File: config.mk
export PLATFORM = sky130hd
export DESIGN_NAME = hazard_scoreboard_flat
export DESIGN_NICKNAME = d
export VERILOG_FILES = /design/src/rtl/hazard_scoreboard_if.sv /design/src/rtl/hazard_scoreboard.sv /design/src/flat_wrapper.sv
export SDC_FILE = /design/constraint.sdc
export NUM_CORES = 1
export LEC_CHECK = 0
export ABC_AREA = 1
export CAP_MARGIN = 25
export CORE_MARGIN = 4
export CORE_UTILIZATION = 40
export CTS_CLUSTER_SIZE = 20
export DETAILED_ROUTE_END_ITERATION = 6
export DONT_BUFFER_PORTS = 1
export PLACE_DENSITY_LB_ADDON = 0.2
export SLEW_MARGIN = 25
export SYNTH_ARGS = -nofsm -noshare
export SYNTH_HDL_FRONTEND = slang
export SYNTH_SLANG_ARGS = --single-unit
File: constraint.sdc
create_clock -name clk -period 11.35 [get_ports clk]
set_clock_uncertainty 0.2 [all_clocks]
set_input_delay 2.8375 -clock clk [delete_from_list [all_inputs] [get_ports clk]]
set_output_delay 2.8375 -clock clk [all_outputs]
set_load 0.05 [all_outputs]
File: src/rtl/hazard_scoreboard_if.sv
// ============================================================================
//  Module      : hazard_scoreboard_if
//  Description : Decode-side bundle, cache status and pipeline control bus
//                connecting the decode stage to the hazard scoreboard.
//  Revision    : 1.0  initial release
// ============================================================================
`default_nettype none

interface hazard_scoreboard_if #(
    parameter int LANES = 2,
    parameter int RW    = 5,
    parameter int LAT_W = 3
);
    // Bundle held in the D stage
    logic [LANES-1:0]       dvalidD;
    logic [LANES*RW-1:0]    rsD;
    logic [LANES*RW-1:0]    rtD;
    logic [LANES-1:0]       usesRsD;
    logic [LANES-1:0]       usesRtD;
    logic [LANES*RW-1:0]    wregD;
    logic [LANES-1:0]       regwriteD;
    logic [LANES*LAT_W-1:0] latD;
    // Branch resolution
    logic                   mispredictD;
    logic [1:0]             brlaneD;
    // Cache status
    logic                   hitF;
    logic                   hitM;
    logic                   memaccM;
    // Pipeline control back to the F/D/E/M/W registers
    logic [LANES-1:0]       issue_mask;
    logic                   stallF;
    logic                   stallD;
    logic                   flushD;
    logic                   flushE;
    logic                   freeze;

    // Decode / pipeline side
    modport master (
        output dvalidD, rsD, rtD, usesRsD, usesRtD, wregD, regwriteD, latD,
        output mispredictD, brlaneD, hitF, hitM, memaccM,
        input  issue_mask, stallF, stallD, flushD, flushE, freeze
    );

    // Scoreboard side
    modport slave (
        input  dvalidD, rsD, rtD, usesRsD, usesRtD, wregD, regwriteD, latD,
        input  mispredictD, brlaneD, hitF, hitM, memaccM,
        output issue_mask, stallF, stallD, flushD, flushE, freeze
    );
endinterface

`default_nettype wire

File: src/rtl/hazard_scoreboard.sv
// ============================================================================
//  Module      : hazard_scoreboard
//  Description : N-lane hazard unit. A per-register pending-latency
//                scoreboard decides which lanes of the D bundle may leave,
//                splits dependent bundles over several cycles, freezes the
//                back end on cache misses and kills younger lanes on a
//                mispredicted branch.
//  Revision    : 1.0  initial release
// ============================================================================
`default_nettype none

module hazard_scoreboard #(
    parameter int LANES = 2,
    parameter int NREG  = 32,
    parameter int RW    = 5,
    parameter int LAT_W = 3
) (
    input  wire logic           clk,
    input  wire logic           reset,
    hazard_scoreboard_if.slave  bus
);

    typedef enum logic [0:0] {
        ST_RUN  = 1'b0,
        ST_MISS = 1'b1
    } state_t;

    state_t             r_state;
    state_t             w_stateNext;

    logic [LAT_W-1:0]   r_cnt [NREG];
    logic [LANES-1:0]   r_doneMask;
    logic [LANES-1:0]   w_doneNext;

    // Per-lane unpacked view of the bundle
    logic [RW-1:0]      w_rs    [LANES];
    logic [RW-1:0]      w_rt    [LANES];
    logic [RW-1:0]      w_wr    [LANES];
    logic [LAT_W-1:0]   w_lat   [LANES];
    logic [LAT_W-1:0]   w_cntRs [LANES];
    logic [LAT_W-1:0]   w_cntRt [LANES];
    logic [LAT_W-1:0]   w_cntWr [LANES];

    logic [LANES-1:0]   w_issueRaw;
    logic [LANES-1:0]   w_issue;
    logic               w_elig;
    logic               w_blocked;
    logic               w_missNow;
    logic               w_frozen;
    logic               w_brIssue;
    logic               w_complete;
    logic               w_stallF;
    logic               w_stallD;
    logic               w_flushD;
    logic               w_flushE;

    logic               w_setHit [NREG];
    logic [LAT_W-1:0]   w_setVal [NREG];

    // Slice lane fields and look up the pending latency of each operand
    for (genvar i = 0; i < LANES; i++) begin : g_lane
        assign w_rs[i]    = bus.rsD[i*RW +: RW];
        assign w_rt[i]    = bus.rtD[i*RW +: RW];
        assign w_wr[i]    = bus.wregD[i*RW +: RW];
        assign w_lat[i]   = bus.latD[i*LAT_W +: LAT_W];
        assign w_cntRs[i] = (int'(w_rs[i]) < NREG) ? r_cnt[w_rs[i]] : '0;
        assign w_cntRt[i] = (int'(w_rt[i]) < NREG) ? r_cnt[w_rt[i]] : '0;
        assign w_cntWr[i] = (int'(w_wr[i]) < NREG) ? r_cnt[w_wr[i]] : '0;
    end

    // In-order issue: walk remaining lanes, stop at the first one that cannot go
    always_comb begin
        w_issueRaw = '0;
        w_blocked  = 1'b0;
        w_elig     = 1'b0;
        for (int i = 0; i < LANES; i++) begin
            w_elig = 1'b1;
            if (bus.usesRsD[i] && (w_cntRs[i] != '0))
                w_elig = 1'b0;
            if (bus.usesRtD[i] && (w_cntRt[i] != '0))
                w_elig = 1'b0;
            // A younger write must not complete before an older one
            if (bus.regwriteD[i] && (w_cntWr[i] > w_lat[i]))
                w_elig = 1'b0;
            // Intra-bundle RAW/WAW against lower lanes leaving this cycle
            for (int j = 0; j < LANES; j++) begin
                if ((j < i) && w_issueRaw[j] && bus.regwriteD[j] && (w_wr[j] != '0)) begin
                    if ((bus.usesRsD[i]   && (w_rs[i] == w_wr[j])) ||
                        (bus.usesRtD[i]   && (w_rt[i] == w_wr[j])) ||
                        (bus.regwriteD[i] && (w_wr[i] == w_wr[j])))
                        w_elig = 1'b0;
                end
            end
            if (bus.dvalidD[i] && !r_doneMask[i]) begin
                if (!w_blocked && w_elig)
                    w_issueRaw[i] = 1'b1;
                else
                    w_blocked = 1'b1;
            end
        end
    end

    // Does the resolving branch lane leave D this cycle
    always_comb begin
        w_brIssue = 1'b0;
        for (int i = 0; i < LANES; i++) begin
            if (int'(bus.brlaneD) == i)
                w_brIssue = w_issueRaw[i];
        end
    end

    // Miss FSM next state and pipeline control decisions
    always_comb begin
        w_stateNext = r_state;
        w_missNow   = !bus.hitF || (!bus.hitM && bus.memaccM);
        w_frozen    = 1'b0;
        w_issue     = '0;
        w_complete  = 1'b0;
        w_stallF    = 1'b0;
        w_stallD    = 1'b0;
        w_flushD    = 1'b0;
        w_flushE    = 1'b0;
        w_doneNext  = r_doneMask;

        case (r_state)
            ST_RUN: begin
                if (w_missNow) begin
                    w_frozen    = 1'b1;
                    w_stateNext = ST_MISS;
                end
            end
            ST_MISS: begin
                // Leave the miss in the same cycle the hits come back
                if (w_missNow)
                    w_frozen = 1'b1;
                else
                    w_stateNext = ST_RUN;
            end
            default: w_stateNext = ST_RUN;
        endcase

        if (w_frozen) begin
            w_stallF = 1'b1;
            w_stallD = 1'b1;
        end else if (bus.mispredictD && w_brIssue) begin
            // Keep the branch and older lanes, drop the wrong path
            for (int i = 0; i < LANES; i++)
                w_issue[i] = w_issueRaw[i] && (i <= int'(bus.brlaneD));
            w_flushD   = 1'b1;
            w_doneNext = '0;
            w_flushE   = (w_issue == '0);
        end else begin
            w_issue    = w_issueRaw;
            w_complete = ((bus.dvalidD & ~(r_doneMask | w_issueRaw)) == '0);
            w_stallF   = !w_complete;
            w_stallD   = !w_complete;
            w_doneNext = w_complete ? '0 : (r_doneMask | w_issueRaw);
            w_flushE   = (w_issueRaw == '0);
        end
    end

    // Destination writes of issuing lanes; the highest lane wins a collision
    always_comb begin
        for (int r = 0; r < NREG; r++) begin
            w_setHit[r] = 1'b0;
            w_setVal[r] = '0;
            for (int i = 0; i < LANES; i++) begin
                if (w_issue[i] && bus.regwriteD[i] && (w_wr[i] == RW'(r))) begin
                    w_setHit[r] = 1'b1;
                    w_setVal[r] = w_lat[i];
                end
            end
        end
    end

    // Pending-latency counters: load on issue, otherwise count down; r0 untracked
    always_ff @(posedge clk or posedge reset) begin
        if (reset) begin
            for (int r = 0; r < NREG; r++)
                r_cnt[r] <= '0;
        end else if (!w_frozen) begin
            for (int r = 1; r < NREG; r++) begin
                if (w_setHit[r])
                    r_cnt[r] <= w_setVal[r];
                else if (r_cnt[r] != '0)
                    r_cnt[r] <= r_cnt[r] - 1'b1;
            end
        end
    end

    // Miss state and the record of lanes already sent from a split bundle
    always_ff @(posedge clk or posedge reset) begin
        if (reset) begin
            r_state    <= ST_RUN;
            r_doneMask <= '0;
        end else begin
            r_state    <= w_stateNext;
            r_doneMask <= w_doneNext;
        end
    end

    // All control outputs are quiet while reset is held
    assign bus.issue_mask = reset ? '0   : w_issue;
    assign bus.stallF     = reset ? 1'b0 : w_stallF;
    assign bus.stallD     = reset ? 1'b0 : w_stallD;
    assign bus.flushD     = reset ? 1'b0 : w_flushD;
    assign bus.flushE     = reset ? 1'b0 : w_flushE;
    assign bus.freeze     = reset ? 1'b0 : w_frozen;

endmodule

`default_nettype wire

File: src/flat_wrapper.sv
// flat-port wrapper written by rule: the top's interface ports become plain ports
module hazard_scoreboard_flat 
#(
    parameter int LANES = 2,
    parameter int NREG  = 32,
    parameter int RW    = 5,
    parameter int LAT_W = 3
)
  (clk, reset, bus_dvalidD, bus_rsD, bus_rtD, bus_usesRsD, bus_usesRtD, bus_wregD, bus_regwriteD, bus_latD, bus_mispredictD, bus_brlaneD, bus_hitF, bus_hitM, bus_memaccM, bus_issue_mask, bus_stallF, bus_stallD, bus_flushD, bus_flushE, bus_freeze);
  hazard_scoreboard_if #(.LANES(LANES), .RW(RW), .LAT_W(LAT_W)) bus_i ();
  input  wire logic clk;
  input  wire logic reset;
  input wire logic [$bits(bus_i.dvalidD)-1:0] bus_dvalidD;
  input wire logic [$bits(bus_i.rsD)-1:0] bus_rsD;
  input wire logic [$bits(bus_i.rtD)-1:0] bus_rtD;
  input wire logic [$bits(bus_i.usesRsD)-1:0] bus_usesRsD;
  input wire logic [$bits(bus_i.usesRtD)-1:0] bus_usesRtD;
  input wire logic [$bits(bus_i.wregD)-1:0] bus_wregD;
  input wire logic [$bits(bus_i.regwriteD)-1:0] bus_regwriteD;
  input wire logic [$bits(bus_i.latD)-1:0] bus_latD;
  input wire logic [$bits(bus_i.mispredictD)-1:0] bus_mispredictD;
  input wire logic [$bits(bus_i.brlaneD)-1:0] bus_brlaneD;
  input wire logic [$bits(bus_i.hitF)-1:0] bus_hitF;
  input wire logic [$bits(bus_i.hitM)-1:0] bus_hitM;
  input wire logic [$bits(bus_i.memaccM)-1:0] bus_memaccM;
  output wire logic [$bits(bus_i.issue_mask)-1:0] bus_issue_mask;
  output wire logic [$bits(bus_i.stallF)-1:0] bus_stallF;
  output wire logic [$bits(bus_i.stallD)-1:0] bus_stallD;
  output wire logic [$bits(bus_i.flushD)-1:0] bus_flushD;
  output wire logic [$bits(bus_i.flushE)-1:0] bus_flushE;
  output wire logic [$bits(bus_i.freeze)-1:0] bus_freeze;
  assign bus_i.dvalidD = bus_dvalidD;
  assign bus_i.rsD = bus_rsD;
  assign bus_i.rtD = bus_rtD;
  assign bus_i.usesRsD = bus_usesRsD;
  assign bus_i.usesRtD = bus_usesRtD;
  assign bus_i.wregD = bus_wregD;
  assign bus_i.regwriteD = bus_regwriteD;
  assign bus_i.latD = bus_latD;
  assign bus_i.mispredictD = bus_mispredictD;
  assign bus_i.brlaneD = bus_brlaneD;
  assign bus_i.hitF = bus_hitF;
  assign bus_i.hitM = bus_hitM;
  assign bus_i.memaccM = bus_memaccM;
  assign bus_issue_mask = bus_i.issue_mask;
  assign bus_stallF = bus_i.stallF;
  assign bus_stallD = bus_i.stallD;
  assign bus_flushD = bus_i.flushD;
  assign bus_flushE = bus_i.flushE;
  assign bus_freeze = bus_i.freeze;
  hazard_scoreboard #(.LANES(LANES), .NREG(NREG), .RW(RW), .LAT_W(LAT_W)) u_core (.clk(clk), .reset(reset), .bus(bus_i));
endmodule
-- Yosys cells after proc, flatten, opt, wreduce, memory -nomap -nowiden
Cells that the tools add are included.
- add/sub/neg operators: 31
- magnitude comparators: 9
- equal/unequal tests: 66
- mux-type cells: 236
- bitwise logic cells: 10
- reduce and logical (&&, ||, !) cells: 192
- operator list (operator ; number):
    3-bit two-way mux ; 136
    5-bit equality test, second input constant ; 32
    3-bit nonzero test ; 35
    3-bit by 1-bit subtractor with 3-bit output, second input constant ; 31
    3-bit binary-select mux with 5-bit select ; 6
    1-bit two-way mux ; 89
    1-bit logical AND ; 81
    5-bit by 4-bit equality test with 1-bit output, second input constant ; 16
    2-bit AND reduction ; 31
    2-bit nonzero test ; 31
    5-bit by 3-bit equality test with 1-bit output, second input constant ; 8
    6-bit >= comparator, second input constant ; 6
    5-bit inverter with 6-bit output ; 6
    5-bit by 2-bit equality test with 1-bit output, second input constant ; 4
    5-bit equality test ; 3
    5-bit by 1-bit equality test with 1-bit output, second input constant ; 2
    2-bit two-way mux ; 5
    2-bit zero test ; 4
    3-bit greater-than comparator ; 2
    1-bit zero test ; 6
    5-bit nonzero test ; 1
    1-bit logical OR ; 3
    2-bit AND ; 1
    2-bit equality test, second input constant ; 1
    other kinds (4) ; 4
- register bits: 95
- input bits: 52
- output and inout bits: 7
- word-level logic and storage cells: 576

-- Longest topological paths before layout
- depth in word-level cells: 27
- depth in mapped cells: 26
- mapped depth without buffers: 24

-- Least setup slack after synthesis
No wires, ideal clock.
- kind: input-to-output
- start: in bus_wregD[1]
- end: out bus_stallF
- data arrival time: 6687 ps
- data required time: 8312 ps
- path slack: 1625 ps
- stages on the path: 20
- path buffers: 6
- cell sequence: clkbuf_1 nor2_1 inv_1 clkbuf_1 buf_1 o22ai_1 a211oi_1 a21oi_1 ha_1 nand2_1 o21ai_0 nand3_1 nand3_4 nor2_8 nand3b_4 buf_2 buf_2 a21oi_1 nor2_1 buf_4
- cells in the longest elaborated chain, start to end: 23
- elaborated cells between the ends (all ways): 39
- those cells by class: 1 x order compare; 3 x eq/ne; 17 x mux; 4 x bitwise; 14 x reduce/logical
- RTL lines (element ; RTL line ; source):
    start: declaration ; flat_wrapper.sv:18 ; input wire logic [$bits(bus_i.wregD)-1:0] bus_wregD;
    5-bit inverter with 6-bit output (not written as such) ; hazard_scoreboard.sv:68 ; assign w_cntWr[i] = (int'(w_wr[i]) < NREG) ? r_cnt[w_wr[i]] : '0;
    3-bit binary-select mux with 5-bit select ; hazard_scoreboard.sv:68 ;
    3-bit two-way mux (not written as such) (2 in a row) ; hazard_scoreboard.sv:68 ;
    3-bit greater-than comparator ; hazard_scoreboard.sv:83 ; if (bus.regwriteD[i] && (w_cntWr[i] > w_lat[i]))
    1-bit logical AND ; hazard_scoreboard.sv:83 ;
    1-bit two-way mux ; hazard_scoreboard.sv:83 ;
    1-bit two-way mux ; hazard_scoreboard.sv:95 ; if (!w_blocked && w_elig)
    1-bit two-way mux ; hazard_scoreboard.sv:94 ; if (bus.dvalidD[i] && !r_doneMask[i]) begin
    [4 not listed] ; - ;
    1-bit two-way mux ; hazard_scoreboard.sv:95 ;
    1-bit two-way mux ; hazard_scoreboard.sv:94 ;
    2-bit OR ; hazard_scoreboard.sv:154 ; w_complete = ((bus.dvalidD & ~(r_doneMask | w_issueRaw)) == '0);
    2-bit inverter ; hazard_scoreboard.sv:154 ;
    2-bit AND ; hazard_scoreboard.sv:154 ;
    2-bit zero test ; hazard_scoreboard.sv:154 ;
    1-bit zero test ; - ;
    1-bit two-way mux * (3 in a row) ; - ;
    end: declaration ; flat_wrapper.sv:27 ; output wire logic [$bits(bus_i.stallF)-1:0] bus_stallF;
Mark *: on every way between the ends. The rest lies on a longest branch, timed or not. The select of a mux whose other input is x is not followed.

-- Final worst setup path
- start: in bus_wregD[1]
- end: out bus_stallD
- cells in the longest elaborated chain, start to end: 23
- elaborated cells between the ends (all ways): 39
- those cells by class: 1 x order compare; 3 x eq/ne; 17 x mux; 4 x bitwise; 14 x reduce/logical
- RTL lines (element ; RTL line ; source):
    5-bit inverter with 6-bit output (not written as such) ; hazard_scoreboard.sv:68 ;
    3-bit binary-select mux with 5-bit select ; hazard_scoreboard.sv:68 ;
    3-bit two-way mux (not written as such) (2 in a row) ; hazard_scoreboard.sv:68 ;
    3-bit greater-than comparator ; hazard_scoreboard.sv:83 ;
    1-bit logical AND ; hazard_scoreboard.sv:83 ;
    1-bit two-way mux ; hazard_scoreboard.sv:83 ;
    1-bit two-way mux ; hazard_scoreboard.sv:95 ;
    1-bit two-way mux ; hazard_scoreboard.sv:94 ;
    [6 not listed] ; - ;
    2-bit OR ; hazard_scoreboard.sv:154 ;
    2-bit inverter ; hazard_scoreboard.sv:154 ;
    2-bit AND ; hazard_scoreboard.sv:154 ;
    2-bit zero test ; hazard_scoreboard.sv:154 ;
    1-bit zero test ; hazard_scoreboard.sv:156 ; w_stallD = !w_complete;
    1-bit two-way mux * ; hazard_scoreboard.sv:145 ; end else if (bus.mispredictD && w_brIssue) begin
    1-bit two-way mux * ; hazard_scoreboard.sv:142 ; if (w_frozen) begin
    1-bit two-way mux * ; hazard_scoreboard.sv:205 ; assign bus.stallD = reset ? 1'b0 : w_stallD;
    end: declaration ; flat_wrapper.sv:28 ; output wire logic [$bits(bus_i.stallD)-1:0] bus_stallD;
Marks and branches as above.

==> results.py <==
metrics = {
    "setup_path": {
        "nature_of_the_critical_path_endpoint": "output pin",
        "timing.critical_path.mode_cell": "a21oi_1",
        "critical_path_peak_fanout": 35,
        "reg2reg_from": "u_core.r_cnt[13]",
        "critPathTopFamily": "simple AND/OR/NAND/NOR gates",
        "critPathMaxStageDelay_ns": 0.72,
        "worstSetupStartpointType": "primary input",
        "cp.buffers_inverters": 4,
        "timing_worst_setup_path_type": "primary input to output pin",
        "worstRegToRegCells": 23,
        "critical_path.cell_chain": "inv_1, nor2_1, clkinv_1, nor2_1, inv_1, o22ai_1, a211oi_1, a21oi_1, ha_1, a21oi_1, o21ai_0, nand3_1, nand3_4, nor2_8, nand3b_4, a21oi_1, nor2_2, buf_4",
        "worst_ep_arrival_time_ns": 7.05,
        "reg2reg_slack_ns": 6.15,
        "worst_ep_required_time_ns": 8.31,
        "cpMaxStageDelayCell": "clkinv_1",
        "r2r-end": "u_core.r_cnt[53]",
    },
    "grt": {
        "grt_use_met3": 0.09328,
        "grt_max_degree": 93,
        "busiest_layer": "met2",
        "antenna_found_initial": 0,
        "grt_first_pass_wirelength_um": 84750,
        "grt_pass1_vias": 13946,
        "grt_usage": 0.3298,
        "grtUsageMet2": 0.4871,
        "grt-ovfl-total": 0,
        "globalRouteMet1Util": 0.4437,
    },
    "place": {
        "placedInstanceArea_mm2": 0.01234,
        "detailedPlacementHpwl_um": 40710,
        "gp_congestion": 1.064,
        "number_of_buffer_cells_added_on_primary_ports": 0,
        "place.detailed.instances": 2423,
        "pre_cts_ws_ns": 1.542,
    },
    "routing": {
        "routed-via-count": 14899,
        "drc": 8,
        "detail_route.iter0.violations": 2018,
        "vias_per_cell": 6.106,
        "ant_nets": 0,
        "detail_route.first_pass.iterations": 7,
        "drt-total-wl_um": 55890,
        "wire_per_inst_um": 22.91,
    },
    "sta": {
        "fin_crit_sh": 0.8886,
        "timing_hold_violations_final": 0,
        "layout_min_cycle_time_ns": 10.09,
        "relSlewSlack": 0.3317,
        "setup_tns_ns": 0,
        "timing.final.max_slew_violations": 0,
        "worst_pin_slew_ns": 1.000,
        "max_clock_freq_mhz": 99.15,
        "layout_setup_ws_ns": 1.265,
        "rsz0062_at_grt": "false",
        "finalSetupViolCount": 0,
    },
    "yosys": {
        "post_synth_most_frequent_cells": "nand2_1 (662), nand3_1 (370), inv_1 (235)",
        "synthesis.instances": 2115,
        "number_of_synthesized_flops_with_an_enable_pin": 0,
        "postSynthRegisterBits": 95,
        "synth.net_count": 2235,
        "async_flop_share": 1.000,
        "avgSynthCellArea_um2": 5.750,
        "post-synth-top-area-cell": "nand2_1",
        "yosys.area.top_type_share": 0.2043,
        "synth.cell_area_mm2": 0.01216,
        "yosysMostFrequentCell": "nand2_1",
        "ys_types": 38,
        "synth_top_cells_by_area": "nand2_1 (20%), dfrtp_1 (20%), nand3_1 (15%)",
        "yosys_warnings": 3,
        "synth_top_flop_cell": "dfrtp_1",
        "part_of_the_yosys_area_used_for_sequential_elements": 0.1955,
    },
    "clock_network": {
        "ctsLongestPathBuffers": 2,
        "tritoncts": "done",
        "post_cts_buffers": 0,
        "worst_skew_pair.late_latency_ns": 0.38,
        "ctsRootBufferMaster": "clkbuf_16",
        "cts-buffers-inserted": 9,
        "cts.repair.resized": 0,
        "cts_hold_repair.buffers": 0,
        "clock_input_transition_at_the_sequential_cells_of_the_worst_setup_and_hold_paths_ns": 0.08,
        "clock-sinks": 95,
        "ctsHtreeMaxLevel": 3,
    },
    "floorplan": {
        "dieHeight_um": 182.4,
        "rows": 63,
        "initial_core_util": 0.4082,
        "boundaryPins": 59,
        "die-area_mm2": 0.03326,
        "placeable_core_region_mm2": 0.02980,
        "dieWidth_um": 182.4,
    },
    "hold_path": {
        "hold_path_startpoint": "u_core.r_cnt[4]",
        "hold-path-cell-count": 2,
        "hp-class": "flip-flop to flip-flop",
        "min_to": "u_core.r_cnt[4]",
    },
    "pwr": {
        "vdd_drop_max_mv": 0.08232,
        "static-leakage-power_nw": 6.721,
        "total_power_mw": 2.904,
        "power_per_cell_area_mw_per_mm2": 228.1,
    },
    "cells_and_area": {
        "stdcell_count": 2440,
        "diodes": 0,
        "design_area_mm2": 0.01273,
        "final_nets": 2165,
        "layout-drive-gt1-share": 0.04195,
        "area_delta_synth_final_pct": 4.681,
        "fillerInstances": 3241,
    },
    "job": {
        "timing.max_cap.violations": 0,
    },
    "run_status": {
        "outcome": "complete, but fails checks",
        "violations": "design-rule violations",
    },
}
## cell families (layout without fill, tap and decap cells)
family / count (synthesis) / after routing / share of synthesized area
DFF: 95 / 95 / 0.1955
and+or+nand+nor: 1338 / 1338 / 0.4866
AOI/OAI and AO/OA: 212 / 212 / 0.1046
adders and majority gates: 68 / 68 / 0.06996
buffers and inverters: 369 / 304 / 0.1195
xor gates and xnor gates: 33 / 33 / 0.02377
## tightest hold or removal path, cell delays in order, from the launching register on
cell     delay (ns)
dfrtp_1        0.35
nand2_1        0.05
nand2_1        0.06
## routing by layer
layer | vias to the layer above | part of all wire | wire length, µm
li1 | 6868 | - | -
met1 | 6835 | 0.41 | 22680
met2 | 1002 | 0.42 | 23350
met3 | 194 | 0.13 | 7080
met4 | 0 | 0.050 | 2776
met5 | - | 0 | 0
## power by group
| group | internal, mW | switching (mW) | leakage (nW) |
|---|---|---|---|
| clock network | 0.219 | 0.166 | 0.169 |
| registers | 0.496 | 0.272 | 1.18 |
| logic | 0.603 | 1.15 | 5.37 |
## registers in the layout, summed over array words and instances, names as in the netlist
| signal | cells |
|---|---|
| u_core.r_doneMask | 2 |
| u_core.r_cnt | 93 |
## per-stage QoR
stage,utilization,hold WS (ns)
floorplan,-,0.2488
global placement,0.4143,0.2652
detailed placement,0.4143,0.2651
CTS,0.4261,0.2854
global route,0.4273,0.2996
finish,0.4273,0.2826
## layout make-up
cell class	instances	area (µm²)	share of cell area
Multi-Input combinational cell	1651	8348	0.6557
Timing Repair Buffer	13	130.1	0.01022
Clock inverter	7	126.4	0.009926
Sequential cell	95	2377	0.1867
Tap cell	390	488.0	0.03833
Clock buffer	9	225.2	0.01769
Inverter	275	1036	0.08138
## placed cells by master, fill, tap and decap left out, types with 2 or more instances in the layout
cell type	n
o221ai_1	11
o22ai_1	62
buf_4	11
o211ai_1	3
inv_1	234
a22oi_1	9
xor2_1	32
a31oi_1	3
a221oi_1	7
clkbuf_16	9
clkinv_1	6
ha_1	68
bufinv_16	3
nor3_1	6
nand3b_1	6
inv_2	33
nor2_1	171
nand3_1	370
a21oi_1	28
nand4_1	103
nor2_4	8
nor2_2	3
o2111ai_1	3
nand3_2	4
o21ai_0	78
nand2_1	661
nand3_4	2
dfrtp_1	95
inv_6	2
a211oi_1	5
## worst max-delay path by stage
stage,start,endpoint,slack [ns],cells after the start
after global placement,bus_wregD[6],bus_issue_mask[1],1.73,18
final,bus_wregD[1],bus_stallD,1.26,18
after CTS,bus_wregD[1],bus_stallD,1.52,18
after floorplan,bus_wregD[1],bus_stallF,1.63,20
after global routing,bus_wregD[1],bus_stallD,1.06,18
after detailed placement,bus_wregD[1],bus_stallD,1.54,18
(Power assumes the default switching activity.)
